--- src/rtl/sb_rx_deframer.sv ---
// Sideband receive deframer.
// Recovers 10-bit UART symbols (start, 8 data bits LSB first, stop) from
// sbrx, strips DLE/STX ... DLE/ETX framing and DLE stuffing, and hands each
// complete transaction to the consumer over a valid/ready handshake.
// Three register stages line up every outcome of a byte at the same point:
//   edge E   : stop bit sampled, byte (or stop error) registered
//   edge E+1 : framer consumes the byte, raises a completion or error request
//   edge E+2 : output registers load / frame_err pulses
module sb_rx_deframer #(
    parameter int MAX_BYTES = 16,
    parameter int LEN_W     = $clog2(MAX_BYTES + 1)
) (
    input  logic                   sb_clk,
    input  logic                   rst,
    input  logic                   sbrx,
    input  logic                   rx_enable,
    output logic                   frame_valid,
    input  logic                   frame_ready,
    output logic [1:0]             frame_type,
    output logic [LEN_W-1:0]       frame_len,
    output logic [8*MAX_BYTES-1:0] frame_data,
    output logic                   frame_err,
    output logic [2:0]             err_code
);

    // Framing control characters
    localparam logic [7:0] DLE     = 8'hFE;
    localparam logic [7:0] ETX     = 8'h40;
    localparam logic [7:0] STX_LT  = 8'h20;
    localparam logic [7:0] STX_ATC = 8'h05;
    localparam logic [7:0] STX_ATR = 8'h04;

    // Frame type encodings presented on frame_type
    localparam logic [1:0] TYPE_LT  = 2'd0;
    localparam logic [1:0] TYPE_ATC = 2'd1;
    localparam logic [1:0] TYPE_ATR = 2'd2;

    // Error cause encodings presented on err_code
    localparam logic [2:0] ERR_NONE    = 3'd0;
    localparam logic [2:0] ERR_STOP    = 3'd1;
    localparam logic [2:0] ERR_OVFL    = 3'd2;
    localparam logic [2:0] ERR_ESC     = 3'd3;
    localparam logic [2:0] ERR_EMPTY   = 3'd4;
    localparam logic [2:0] ERR_OVERRUN = 3'd5;

    typedef enum logic [1:0] {
        S_IDLE = 2'd0,
        S_DATA = 2'd1,
        S_STOP = 2'd2
    } sym_state_t;

    typedef enum logic [1:0] {
        F_HUNT  = 2'd0,
        F_DLE_H = 2'd1,
        F_PAY   = 2'd2,
        F_DLE_P = 2'd3
    } frm_state_t;

    // True for any of the three start-of-transaction characters
    function automatic logic is_stx(input logic [7:0] b);
        is_stx = (b == STX_LT) || (b == STX_ATC) || (b == STX_ATR);
    endfunction

    // Maps a start-of-transaction character to its frame type
    function automatic logic [1:0] stx_to_type(input logic [7:0] b);
        case (b)
            STX_LT:  stx_to_type = TYPE_LT;
            STX_ATC: stx_to_type = TYPE_ATC;
            STX_ATR: stx_to_type = TYPE_ATR;
            default: stx_to_type = TYPE_LT;
        endcase
    endfunction

    // Symbol receiver state
    sym_state_t r_sym_state;
    logic [2:0] r_bit_cnt;
    logic [7:0] r_shift;
    logic [7:0] r_byte;
    logic       r_byte_vld;
    logic       r_stop_err;

    // Framer state and assembly buffer
    frm_state_t             r_frm_state;
    logic [LEN_W-1:0]       r_count;
    logic [8*MAX_BYTES-1:0] r_buf;
    logic [1:0]             r_type;
    logic                   r_cmp_pend;
    logic                   r_err_pend;
    logic [2:0]             r_err_pend_code;

    // Byte classification for the framer
    logic w_is_dle;
    logic w_is_etx;
    logic w_is_stx;
    logic w_buf_full;
    logic w_buf_empty;

    // Classify the received byte and the fill level of the assembly buffer
    always_comb begin
        w_is_dle    = (r_byte == DLE);
        w_is_etx    = (r_byte == ETX);
        w_is_stx    = is_stx(r_byte);
        w_buf_full  = (r_count == LEN_W'(MAX_BYTES));
        w_buf_empty = (r_count == {LEN_W{1'b0}});
    end

    // Symbol receiver: start-bit detect, 8 data bits LSB first, stop-bit check
    always_ff @(posedge sb_clk or negedge rst) begin
        if (!rst) begin
            r_sym_state <= S_IDLE;
            r_bit_cnt   <= 3'd0;
            r_shift     <= 8'h00;
            r_byte      <= 8'h00;
            r_byte_vld  <= 1'b0;
            r_stop_err  <= 1'b0;
        end else if (!rx_enable) begin
            r_sym_state <= S_IDLE;
            r_bit_cnt   <= 3'd0;
            r_byte_vld  <= 1'b0;
            r_stop_err  <= 1'b0;
        end else begin
            r_byte_vld <= 1'b0;
            r_stop_err <= 1'b0;
            case (r_sym_state)
                S_IDLE: begin
                    if (!sbrx) begin
                        r_sym_state <= S_DATA;
                        r_bit_cnt   <= 3'd0;
                    end
                end
                S_DATA: begin
                    r_shift   <= {sbrx, r_shift[7:1]};
                    r_bit_cnt <= r_bit_cnt + 3'd1;
                    if (r_bit_cnt == 3'd7) begin
                        r_sym_state <= S_STOP;
                    end
                end
                S_STOP: begin
                    if (sbrx) begin
                        r_byte_vld <= 1'b1;
                        r_byte     <= r_shift;
                    end else begin
                        r_stop_err <= 1'b1;
                    end
                    // Back to idle at once so a start bit on the next cycle is caught
                    r_sym_state <= S_IDLE;
                end
                default: begin
                    r_sym_state <= S_IDLE;
                end
            endcase
        end
    end

    // Framer: hunt for DLE/STX, collect unstuffed payload, detect DLE/ETX and errors
    always_ff @(posedge sb_clk or negedge rst) begin
        if (!rst) begin
            r_frm_state     <= F_HUNT;
            r_count         <= '0;
            r_buf           <= '0;
            r_type          <= TYPE_LT;
            r_cmp_pend      <= 1'b0;
            r_err_pend      <= 1'b0;
            r_err_pend_code <= ERR_NONE;
        end else begin
            r_cmp_pend <= 1'b0;
            r_err_pend <= 1'b0;
            if (!rx_enable) begin
                // Partial frame silently discarded; a held output frame is untouched
                r_frm_state <= F_HUNT;
            end else if (r_stop_err) begin
                r_frm_state     <= F_HUNT;
                r_err_pend      <= 1'b1;
                r_err_pend_code <= ERR_STOP;
            end else if (r_byte_vld) begin
                case (r_frm_state)
                    F_HUNT: begin
                        if (w_is_dle) begin
                            r_frm_state <= F_DLE_H;
                        end
                    end
                    F_DLE_H: begin
                        if (w_is_stx) begin
                            r_frm_state <= F_PAY;
                            r_type      <= stx_to_type(r_byte);
                            r_count     <= '0;
                            r_buf       <= '0;
                        end else if (!w_is_dle) begin
                            r_frm_state <= F_HUNT;
                        end
                    end
                    F_PAY, F_DLE_P: begin
                        if ((r_frm_state == F_PAY) && w_is_dle) begin
                            r_frm_state <= F_DLE_P;
                        end else if ((r_frm_state == F_DLE_P) && w_is_etx) begin
                            r_frm_state <= F_HUNT;
                            if (w_buf_empty) begin
                                r_err_pend      <= 1'b1;
                                r_err_pend_code <= ERR_EMPTY;
                            end else begin
                                r_cmp_pend <= 1'b1;
                            end
                        end else if ((r_frm_state == F_DLE_P) && !w_is_dle) begin
                            r_frm_state     <= F_HUNT;
                            r_err_pend      <= 1'b1;
                            r_err_pend_code <= ERR_ESC;
                        end else if (w_buf_full) begin
                            // Plain data in F_PAY or a stuffed DLE with no room left
                            r_frm_state     <= F_HUNT;
                            r_err_pend      <= 1'b1;
                            r_err_pend_code <= ERR_OVFL;
                        end else begin
                            // A stuffed DLE stores 0xFE, which is exactly r_byte
                            for (int i = 0; i < MAX_BYTES; i++) begin
                                if (r_count == LEN_W'(i)) begin
                                    r_buf[i*8 +: 8] <= r_byte;
                                end
                            end
                            r_count     <= r_count + LEN_W'(1);
                            r_frm_state <= F_PAY;
                        end
                    end
                    default: begin
                        r_frm_state <= F_HUNT;
                    end
                endcase
            end
        end
    end

    // Output stage: present completed frames, detect overrun, pulse errors
    always_ff @(posedge sb_clk or negedge rst) begin
        if (!rst) begin
            frame_valid <= 1'b0;
            frame_type  <= TYPE_LT;
            frame_len   <= '0;
            frame_data  <= '0;
            frame_err   <= 1'b0;
            err_code    <= ERR_NONE;
        end else begin
            frame_err <= 1'b0;
            if (frame_valid && frame_ready) begin
                frame_valid <= 1'b0;
            end
            if (r_cmp_pend) begin
                if (!frame_valid || frame_ready) begin
                    frame_valid <= 1'b1;
                    frame_type  <= r_type;
                    frame_len   <= r_count;
                    frame_data  <= r_buf;
                end else begin
                    // Consumer still holds the previous frame: drop the new one
                    frame_err <= 1'b1;
                    err_code  <= ERR_OVERRUN;
                end
            end else if (r_err_pend) begin
                frame_err <= 1'b1;
                err_code  <= r_err_pend_code;
            end
        end
    end

endmodule
--- config.mk ---
export PLATFORM = sky130hd
export DESIGN_NAME = sb_rx_deframer
export DESIGN_NICKNAME = d
export VERILOG_FILES = /design/src/rtl/sb_rx_deframer.sv
export SDC_FILE = /design/constraint.sdc
export NUM_CORES = 1
export LEC_CHECK = 0
export ABC_AREA = 0
export CORE_MARGIN = 5
export CORE_UTILIZATION = 40
export CTS_CLUSTER_SIZE = 14
export DETAILED_ROUTE_END_ITERATION = 10
export RECOVER_POWER = 25
export SYNTH_ARGS = -nofsm -noshare
export SYNTH_HDL_FRONTEND = slang
export SYNTH_SLANG_ARGS = --single-unit
--- constraint.sdc ---
create_clock -name sb_clk -period 6.61 [get_ports sb_clk]
set_input_delay 1.322 -clock sb_clk [delete_from_list [all_inputs] [get_ports sb_clk]]
set_output_delay 1.322 -clock sb_clk [all_outputs]
set_load 0.02 [all_outputs]
## Yosys cells after proc, flatten, opt, wreduce, memory -nomap -nowiden

Cells that the tools add are included.

- Register bits: 305
- Bits of input ports: 5
- Word-level logic and storage cells: 224

- Add/sub/neg operators: 2
- Eq/ne operators: 57
- Mux-type cells: 86
- Bitwise logic cells: 1
- Reductions and logical operators: 44

Operators by type and width:

| kind | count |
|---|---|
| $mux W128 | 5 |
| $pmux W128 S2 | 1 |
| $reduce_and A10 Y1 | 16 |
| $mux W8 | 16 |
| $ne A2 B2 Y1 const B | 23 |
| $eq A5 B4 Y1 const B | 8 |
| $mux W3 | 13 |
| $mux W1 | 28 |
| $mux W2 | 13 |
| $mux W5 | 5 |
| $eq A5 B3 Y1 const B | 4 |
| $eq A8 B3 Y1 const B | 2 |
| $eq A5 B2 Y1 const B | 2 |
| $pmux W5 S2 | 1 |
| $reduce_and A2 Y1 | 5 |
| $ne A3 B3 Y1 const B | 3 |
| $reduce_and A9 Y1 | 1 |
| $eq A8 B6 Y1 const B | 1 |
| $eq A8 B7 Y1 const B | 1 |
| $eq A8 B8 Y1 const B | 1 |
| $pmux W2 S2 | 2 |
| $reduce_bool A2 Y1 | 4 |
| $eq A2 B2 Y1 const B | 3 |
| $ne A3 B1 Y1 const B | 2 |
| other kinds (21) | 30 |

## Depth between registers and ports, before layout

Gate-level depths: netlist of the first run.

- Depth after elaboration: 10
- Depth in mapped cells: 9

## Worst setup path after synthesis of the first run

No wires, ideal clock.

- Kind: input -> register
- Start: in rx_enable
- End: reg r_buf[127]
- Arrival: 2.672 ns
- Data required time: 6.480 ns
- Slack: 3.808 ns
- Stages on the path: 6
- Buffers on the path: 3
- Cell sequence: clkbuf_1 and3_1 clkbuf_1 clkbuf_1 o221ai_2 o2bb2ai_1

- Word-level cells in the longest chain between the ends: 1

RTL lines:

| element | RTL line | text |
|---|---|---|
| from (decl) | 16 | `input logic rx_enable,` |
| $reduce_and A10 Y1 (no line) | - |  |
| to (signal, indexed assignment) | 216 | `r_buf[i*8 +: 8] <= r_byte;` |
| to (decl) | 85 | `logic [8*MAX_BYTES-1:0] r_buf;` |

No other way between the ends.
A chain may end at the register's enable or synchronous reset.

==> results.toml, run 1 <==
[run_status]
status = "finished, violations left"
violations = "capacitance limit, slew limit"

[yosys]
ys_async_sr_fraction_pct = 100
synth_cell_types = 57
synth_flop_cell = "dfrtp_1"
synth_warnings = 0
syn_inst = 866
synth-adder-area-share_pct = 0.821
ys_ff_latch = 305
synth_top_family_by_area = "compound AO/OA/AOI/OAI gates"
ys_top_cells_by_area = "dfrtp_1 (64%), mux2_2 (12%), o2bb2ai_1 (6.5%)"
yosys.area_share.simple_pct = 5.85
synth_compound_area_share_pct = 14.0
syn_area_sq_um = 11900
synthXorXnorAreaFrac_pct = 0
synthesis.nets = 878
yosysTopAreaCell = "dfrtp_1"
syn_avg_cell_area_sq_um = 13.7
synth_top_area_share_pct = 64.2
synth_most_common_cell = "dfrtp_1"
synth_mux_area_share_pct = 12.5
ys_seq_area_share_pct = 64.2
synth_edf_count = 0
synthTopCellsByCount = "dfrtp_1 (305), mux2_2 (130), o2bb2ai_1 (88)"

[clock_network]
cts.hold.buffers_added = 0
clockBufferDepth = 3
numCtsBuffers = 31
path_clk_slew_ps = 60
tritoncts = "done"
post_cts_resize_count = 0
insertion_delay_ps = 550
root_buffer = "clkbuf_16"
cts_setup_buffers = 0
cts_sinks = 305
htreeDepth = 1

[timing]
max_slew.worst_pin.slew_ps = 3210
setup_tns_ps = 0
period_share_pct = 57.8
hold_viol = 0
clock_skew_ps = 9.56
maxSlewViolCount = 127
fmax_mhz = 262
min_period_ps = 3820
rsz0062_at_grt = "false"
max_slew_margin_pct = -114
setup_viol = 0

[power]
irDropWorstVdd_mv = 0.172
p_leak_nw = 6.74
power.density_nw_per_um2 = 257

[setup_path]
path_buf_inv = 2
critPathCaptureType = "async pin"
worstSetupPathType = "input pin to async pin"
start_kind = "input pin"
cp_slowest_cell = "clkbuf_2"
crit_fanout = 127
crit_chain = "clkbuf_2 > buf_4"
slowest_delay_ps = 2110
required_ps = 7240
crit_family = "buffers and inverters"
cp_data_arrival_time_ps = 4450

[place]
gp_congestion = 0.801
hpwlAfterDp_mm = 17.9
placed_area_sq_um = 13700
placedCellCount = 1355
port_buffers = 144

[global_routing]
grt_antenna_before_repair = 0
grt_max_degree = 129
grt_pass1_vias = 7802
grt_pass1_wl_mm = 45.4
grtUsageTotal_pct = 16.9
overflow = 0

[cells_and_area]
fin_nets = 1010
antenna_cells = 0
layout-drive-gt1-share_pct = 20.2
post-route-cell-area_sq_um = 14700
area_growth_pct = 23.9
fillers = 2574
instances_no_fill = 1413
finalCoreUtilization_pct = 50.0

[floorplan]
start_util_pct = 40.3
dieWidth_microns = 182
core_area_sq_um = 29500
die_h_microns = 182
die_area_sq_um = 33300
ioPinCount = 145
rows = 63

[drt]
wire_per_inst_microns = 20.0
drtAntennaViolNets = 0
first_pass_iters = 4
route.detailed.drc = 0
avgViaCountPerCell = 5.38
routed-via-count = 7597
wl_mm = 28.3
drt_iter0_drc = 534

[hold_path]
hp-class = "flip-flop to flip-flop"

[flow_run]
cap_violations = 1
==> worst paths after layout <==
kind / startpoint / to / slack, ps / cells after the start
worst max-delay path: rst / r_buf[103] / 2790 / 2
worst max register to register: r_frm_state[1] / r_buf[92] / 3030 / 6
max in group sb_clk: r_frm_state[1] / r_buf[92] / 3030 / 6
min in group asynchronous: rst / frame_data[97] / 1740 / 1
worst min-delay path: r_sym_state[0] / r_stop_err / 460 / 1
worst min register to register: r_sym_state[0] / r_stop_err / 460 / 1
==> routing by layer <==
layer / part of all wire [%] / global-route usage (%) / wire length (microns)
met1: 48 / 25.2 / 13600
met2: 45 / 26.0 / 12800
met3: 4.9 / 2.91 / 1400
met4: 1.5 / 3.78 / 429
met5: 0 / 0 / 0
==> cells in the final DEF, fill, tap and decap left out, drive strengths merged, types with 9 or more instances in the layout <==
| cell | Yosys | routed |
|---|---|---|
| dfrtp | 305 | 305 |
| clkdlybuf4s50 | 0 | 141 |
| mux2 | 130 | 130 |
| o2bb2ai | 88 | 88 |
| nand2 | 73 | 73 |
| clkbuf | 32 | 46 |
| o21ai | 36 | 36 |
| inv | 20 | 22 |
| a21oi | 17 | 17 |
| nand3 | 17 | 17 |
| a32o | 16 | 16 |
| a22o | 16 | 16 |
| o22ai | 10 | 10 |
| clkinv | 2 | 10 |
| nor2 | 9 | 9 |
==> flip-flops by register name, indices dropped and copies added, names as in the netlist <==
signal / count
err_code: 3
frame_data: 128
frame_err: 1
frame_len: 5
frame_type: 2
frame_valid: 1
r_bit_cnt: 3
r_buf: 128
r_byte: 8
r_byte_vld: 1
r_cmp_pend: 1
r_count: 5
r_err_pend: 1
r_err_pend_code: 3
r_frm_state: 2
r_shift: 8
r_stop_err: 1
r_sym_state: 2
r_type: 2
==> kinds of logic (layout without fill, tap and decap cells) <==
kind of cell | count (synthesis) | in the layout
DFF | 305 | 305
buffers and inverters | 73 | 230
and+or+nand+nor | 141 | 141
AOI/OAI and AO/OA | 207 | 207
adders and majority gates | 8 | 8
muxes | 132 | 132
==> metrics by stage <==
| stage | setup WS, ps | hold slack, ps | power, W |
|---|---|---|---|
| finish | 2790 | 464 | 0.00379 |
| global route | 2100 | 494 | 0.00392 |
| CTS | 3070 | 467 | 0.00384 |
| detailed placement | 2710 | 458 | 0.00201 |
| global placement | 2800 | 449 | 0.00201 |
| floorplan | 3810 | 431 | 0.00196 |
==> final cells by class <==
cell class                      instances  area [sq um]  area share [%]
Sequential cell                       305          7630            51.8
Multi-Input combinational cell        488          3960            26.9
Timing Repair Buffer                  150          1490            10.1
Clock buffer                           44           885            6.01
Tap cell                              390           488            3.31
Clock inverter                         14           185            1.26
Inverter                               22          82.6           0.561
==> report_power, final <==
| part | total [W] | leakage [nW] | internal, W | switching [W] |
|---|---|---|---|---|
| sequential | 0.00191 | 4.17 | 0.00189 | 0.0000161 |
| combinational | 0.0000704 | 2.04 | 0.0000233 | 0.0000471 |
| clock | 0.00181 | 0.531 | 0.00109 | 0.000724 |
| total | 0.00379 | 6.74 | 0.00300 | 0.000788 |
No activity file was read; power rests on OpenSTA's default activity.
==> run 2, diff against run 1 <==
- clock period: 6.61 -> 3.99 ns (I/O delays scaled with it)
==> results.toml, run 2 (synthesis results as in run 1) <==
[hold_path]
hp-class = "flip-flop to flip-flop"

[floorplan]
ioPinCount = 145
start_util_pct = 40.3
dieWidth_microns = 182
rows = 63
core_area_sq_um = 29500
die_h_microns = 182
die_area_sq_um = 33300

[power]
irDropWorstVdd_mv = 0.313
switching_share_pct = 20.8
p_leak_nw = 6.79
power.density_nw_per_um2 = 416
p_total_w = 0.00616
internal-power_w = 0.00488
clockPowerShare_pct = 46.8
power_switching_w = 0.00128
p_seq_share_pct = 51.3
combPwrFrac_pct = 1.9

[clock_network]
root_buffer = "clkbuf_16"
insertion_delay_ps = 550
numCtsBuffers = 31
cts_sinks = 305
cts_setup_buffers = 0
htreeDepth = 1
tritoncts = "done"
path_clk_slew_ps = 60
post_cts_resize_count = 0
cts.hold.buffers_added = 0
clockBufferDepth = 3

[drt]
avgViaCountPerCell = 5.39
wire_per_inst_microns = 20.3
routed-via-count = 7674
route.detailed.drc = 0
wl_mm = 28.9
drt_iter0_drc = 640
first_pass_iters = 5
drtAntennaViolNets = 0

[setup_path]
crit_family = "simple AND/OR/NAND/NOR gates"
crit_chain = "inv_1 > ha_1 > nor4bb_1 > or3_1 > mux2i_4 > buf_4 > nand2_1 > o2bb2ai_1"
path_buf_inv = 2
cp_slowest_cell = "mux2i_4"
crit_fanout = 22
start_kind = "flip-flop"
required_ps = 4450
critPathCaptureType = "flip-flop"
cp_data_arrival_time_ps = 3610
slowest_delay_ps = 590
worstSetupPathType = "flip-flop to flip-flop"

[cells_and_area]
antenna_cells = 0
layout_commonest_cell = "dfrtp_1"
area_growth_pct = 24.5
top_regs = "frame_data x128, r_buf x128"
finalCoreUtilization_pct = 50.2
fin_nets = 1023
layout-drive-gt1-share_pct = 21.1
final_cell_mix = "dfrtp_1 (305), clkdlybuf4s50_1 (141), mux2_2 (130)"

[timing]
setup_tns_ps = 0
hold_viol = 0
rsz0062_at_grt = "false"
max_slew_margin_pct = -33.0
min_period_ps = 3150
clock_skew_ps = 8.53
max_slew.worst_pin.slew_ps = 2000
setup_viol = 0
whs_ps = 477
finalWorstSetupSlack_ps = 838
maxSlewViolCount = 80
period_share_pct = 79.0
fmax_mhz = 317

[place]
gp_congestion = 0.844
hpwlAfterDp_mm = 19.0
port_buffers = 144
dpl_worst_slack_ps = 883

[global_routing]
grt_pass1_wl_mm = 46.6
grt_antenna_before_repair = 0
grt_max_degree = 98
grt_pass1_vias = 7843
overflow = 0
grtUsageTotal_pct = 17.3

[flow_run]
cap_violations = 1

[run_status]
status = "finished, violations left"
violations = "capacitance limit, slew limit"
## run 2: cell types whose count changed in the layout (fill, tap and decap cells not counted), sizes merged
| cell | change |
|---|---|
| clkinv | -4 |
| buf | +11 |
| clkbuf | +5 |
| clkinvlp | +3 |
| inv | -1 |
| bufinv | -2 |
## run 2: worst min-delay path, cell delays in order (launching register included)
cell	delay, ps
dfrtp_1	340
nand2_1	50
o21ai_0	60
## run 2: metal layers
metal,GRT usage (%),vias up,part of all wire (%)
li1,-,3488,-
met1,26.6,3946,48
met2,25.9,200,45
met3,3.13,40,5.3
met4,3.84,0,1.8
met5,0,-,0
## run 2: final cells by class
class | instances | area [sq um]
clock buffers | 47 | 916
clock inverters | 10 | 111
fillers | 2602 | 14700
inverters | 22 | 82.6
multi-input cells | 488 | 3960
flip-flops and latches | 305 | 7630
well taps | 390 | 488
repair buffers | 163 | 1610
## run 2: stage by stage
step | cells | area, sq um
2_1_floorplan | 866 | 11900
3_3_place_gp | 1368 | 13800
3_5_place_dp | 1368 | 13800
4_1_cts | 1425 | 14800
5_1_grt | 1425 | 14800
6_report | 1425 | 14800
## run 2: path summary, 6_finish.rpt
path                       slack, ps             end           start  cells after the start
setup / recovery                 840       r_buf[56]      r_count[0]                      8
hold / removal                   480  frame_data[37]  frame_data[37]                      2
setup reg to reg                 840       r_buf[56]      r_count[0]                      8
hold reg to reg                  480  frame_data[37]  frame_data[37]                      2
max in group asynchronous       1080       r_buf[53]             rst                      2
min in group asynchronous        820  frame_data[97]             rst                      1
## run 2: power groups by stage
stage          clock network [W]  logic (W)  registers (W)
6_report                 0.00288   0.000119        0.00316
5_1_grt                  0.00308   0.000138        0.00316
4_1_cts                  0.00295   0.000129        0.00316
3_5_place_dp                   0   0.000128        0.00321
3_3_place_gp                   0   0.000126        0.00321
2_1_floorplan                  0  0.0000418        0.00321
==> run 3, diff against run 2 <==
- clock period: 3.99 -> 3.1 ns (I/O delays scaled with it)
==> results.toml, run 3 (synthesis results as in run 1) <==
[place]
port_buffers = 144
hpwlAfterDp_mm = 19.2
gp_congestion = 0.838
dpl_worst_slack_ps = 548
placedCellCount = 1385

[clock_network]
post_cts_resize_count = 0
cts_sinks = 305
insertion_delay_ps = 500
cts.hold.buffers_added = 0
cts_setup_buffers = 0
htreeDepth = 2
numCtsBuffers = 34
clockBufferDepth = 3
tritoncts = "done"
path_clk_slew_ps = 60
root_buffer = "clkbuf_16"

[cells_and_area]
layout-drive-gt1-share_pct = 22.7
regArea_sq_um = 7630
final_cell_mix = "dfrtp_1 (305), clkdlybuf4s50_1 (142), mux2_2 (130)"
area_growth_pct = 26.5
antenna_cells = 0
top_regs = "frame_data x128, r_buf x128"
layout_commonest_cell = "dfrtp_1"
fillers = 2532
fin_nets = 1043
multiInputGateArea_sq_um = 3960
instances_no_fill = 1444

[timing]
max_slew_margin_pct = -1.84
setup_tns_ps = 0
whs_ps = 466
rsz0062_at_grt = "false"
setup_viol = 0
maxSlewViolCount = 62
clock_skew_ps = 9.37
hold_viol = 0
max_slew.worst_pin.slew_ps = 1530
period_share_pct = 82.5
min_period_ps = 2560
finalWorstSetupSlack_ps = 542
fmax_mhz = 391

[drt]
wire_per_inst_microns = 20.0
route.detailed.drc = 0
routed-via-count = 7614
wl_mm = 28.9
drtAntennaViolNets = 0
drt_iter0_drc = 521
first_pass_iters = 4
avgViaCountPerCell = 5.27

[run_status]
status = "finished, violations left"
violations = "capacitance limit, slew limit"

[setup_path]
crit_fanout = 26
critPathCaptureType = "flip-flop"
required_ps = 3540
cp_data_arrival_time_ps = 3000
start_kind = "flip-flop"
worstSetupPathType = "flip-flop to flip-flop"

[floorplan]
ioPinCount = 145
die_area_sq_um = 33300
rows = 63
start_util_pct = 40.3
die_h_microns = 182
core_area_sq_um = 29500
dieWidth_microns = 182

[global_routing]
overflow = 0
met1_usage_pct = 26.2
use_met3_pct = 3.55
grt_antenna_before_repair = 0
grt_max_degree = 81
grt.busiest_layer = "met2"
grt_pass1_vias = 7968
use_met2_pct = 26.6
grt_pass1_wl_mm = 46.9
grtUsageTotal_pct = 17.5

[power]
irDropWorstVdd_mv = 0.273
power.density_nw_per_um2 = 538
p_leak_nw = 6.92

[hold_path]
hp-class = "flip-flop to flip-flop"

[flow_run]
cap_violations = 1
## run 3: cell count changes in the layout (fill, tap and decap cells not counted), moves of 2 or more
cell / delta
clkbuf_1: -2
clkinvlp_4: -2
buf_12: +3
clkbuf_16: +4
clkinv_4: +2
buf_4: +15
## run 3: worst max-delay path: stages, from the launching register on
cell and delay, ps:
dfrtp_1 440, inv_1 130, ha_1 240, nor4bb_1 450
or3_1 220, mux2i_4 90, buf_12 180, o21ai_1 520
a22o_1 230
## run 3: where the power goes
group / switching (W) / internal, W
clock network: 0.00155 / 0.00233
registers: 0.0000303 / 0.00403
logic: 0.000101 / 0.0000501
total: 0.00168 / 0.00641
## run 3: layer usage
metal / vias up / share of wire (%)
met3: 31 / 4.5
met2: 155 / 45
li1: 3521 / -
met5: - / 0
met4: 0 / 1.5
met1: 3907 / 49
## run 3: stage by stage
step / util (%) / total power (W) / cell area [sq um]
6_report: 51.0 / 0.00808 / 15000
3_5_place_dp: 47.4 / 0.00430 / 14000
3_3_place_gp: 47.4 / 0.00429 / 14000
5_1_grt: 51.0 / 0.00841 / 15000
4_1_cts: 51.1 / 0.00820 / 15100
2_1_floorplan: - / 0.00418 / 11900
## run 3: final timing paths
| kind | from | to | slack [ps] | cells after the start |
|---|---|---|---|---|
| worst max-delay path | r_count[0] | r_buf[14] | 540 | 8 |
| worst min-delay path | r_sym_state[0] | r_stop_err | 470 | 1 |
| worst max register to register | r_count[0] | r_buf[14] | 540 | 8 |
| worst min register to register | r_sym_state[0] | r_stop_err | 470 | 1 |
| max in group asynchronous | rst | frame_len[4] | 690 | 2 |
| min in group asynchronous | rst | frame_data[68] | 500 | 1 |
## run 3: area by class of cell
class | count | area share [%]
clock buffer | 49 | 6.64
clock inverter | 10 | 0.591
inverter | 22 | 0.549
multi-input combinational | 488 | 26.4
sequential | 305 | 50.8
tap | 390 | 3.25
timing repair buffer | 180 | 11.8
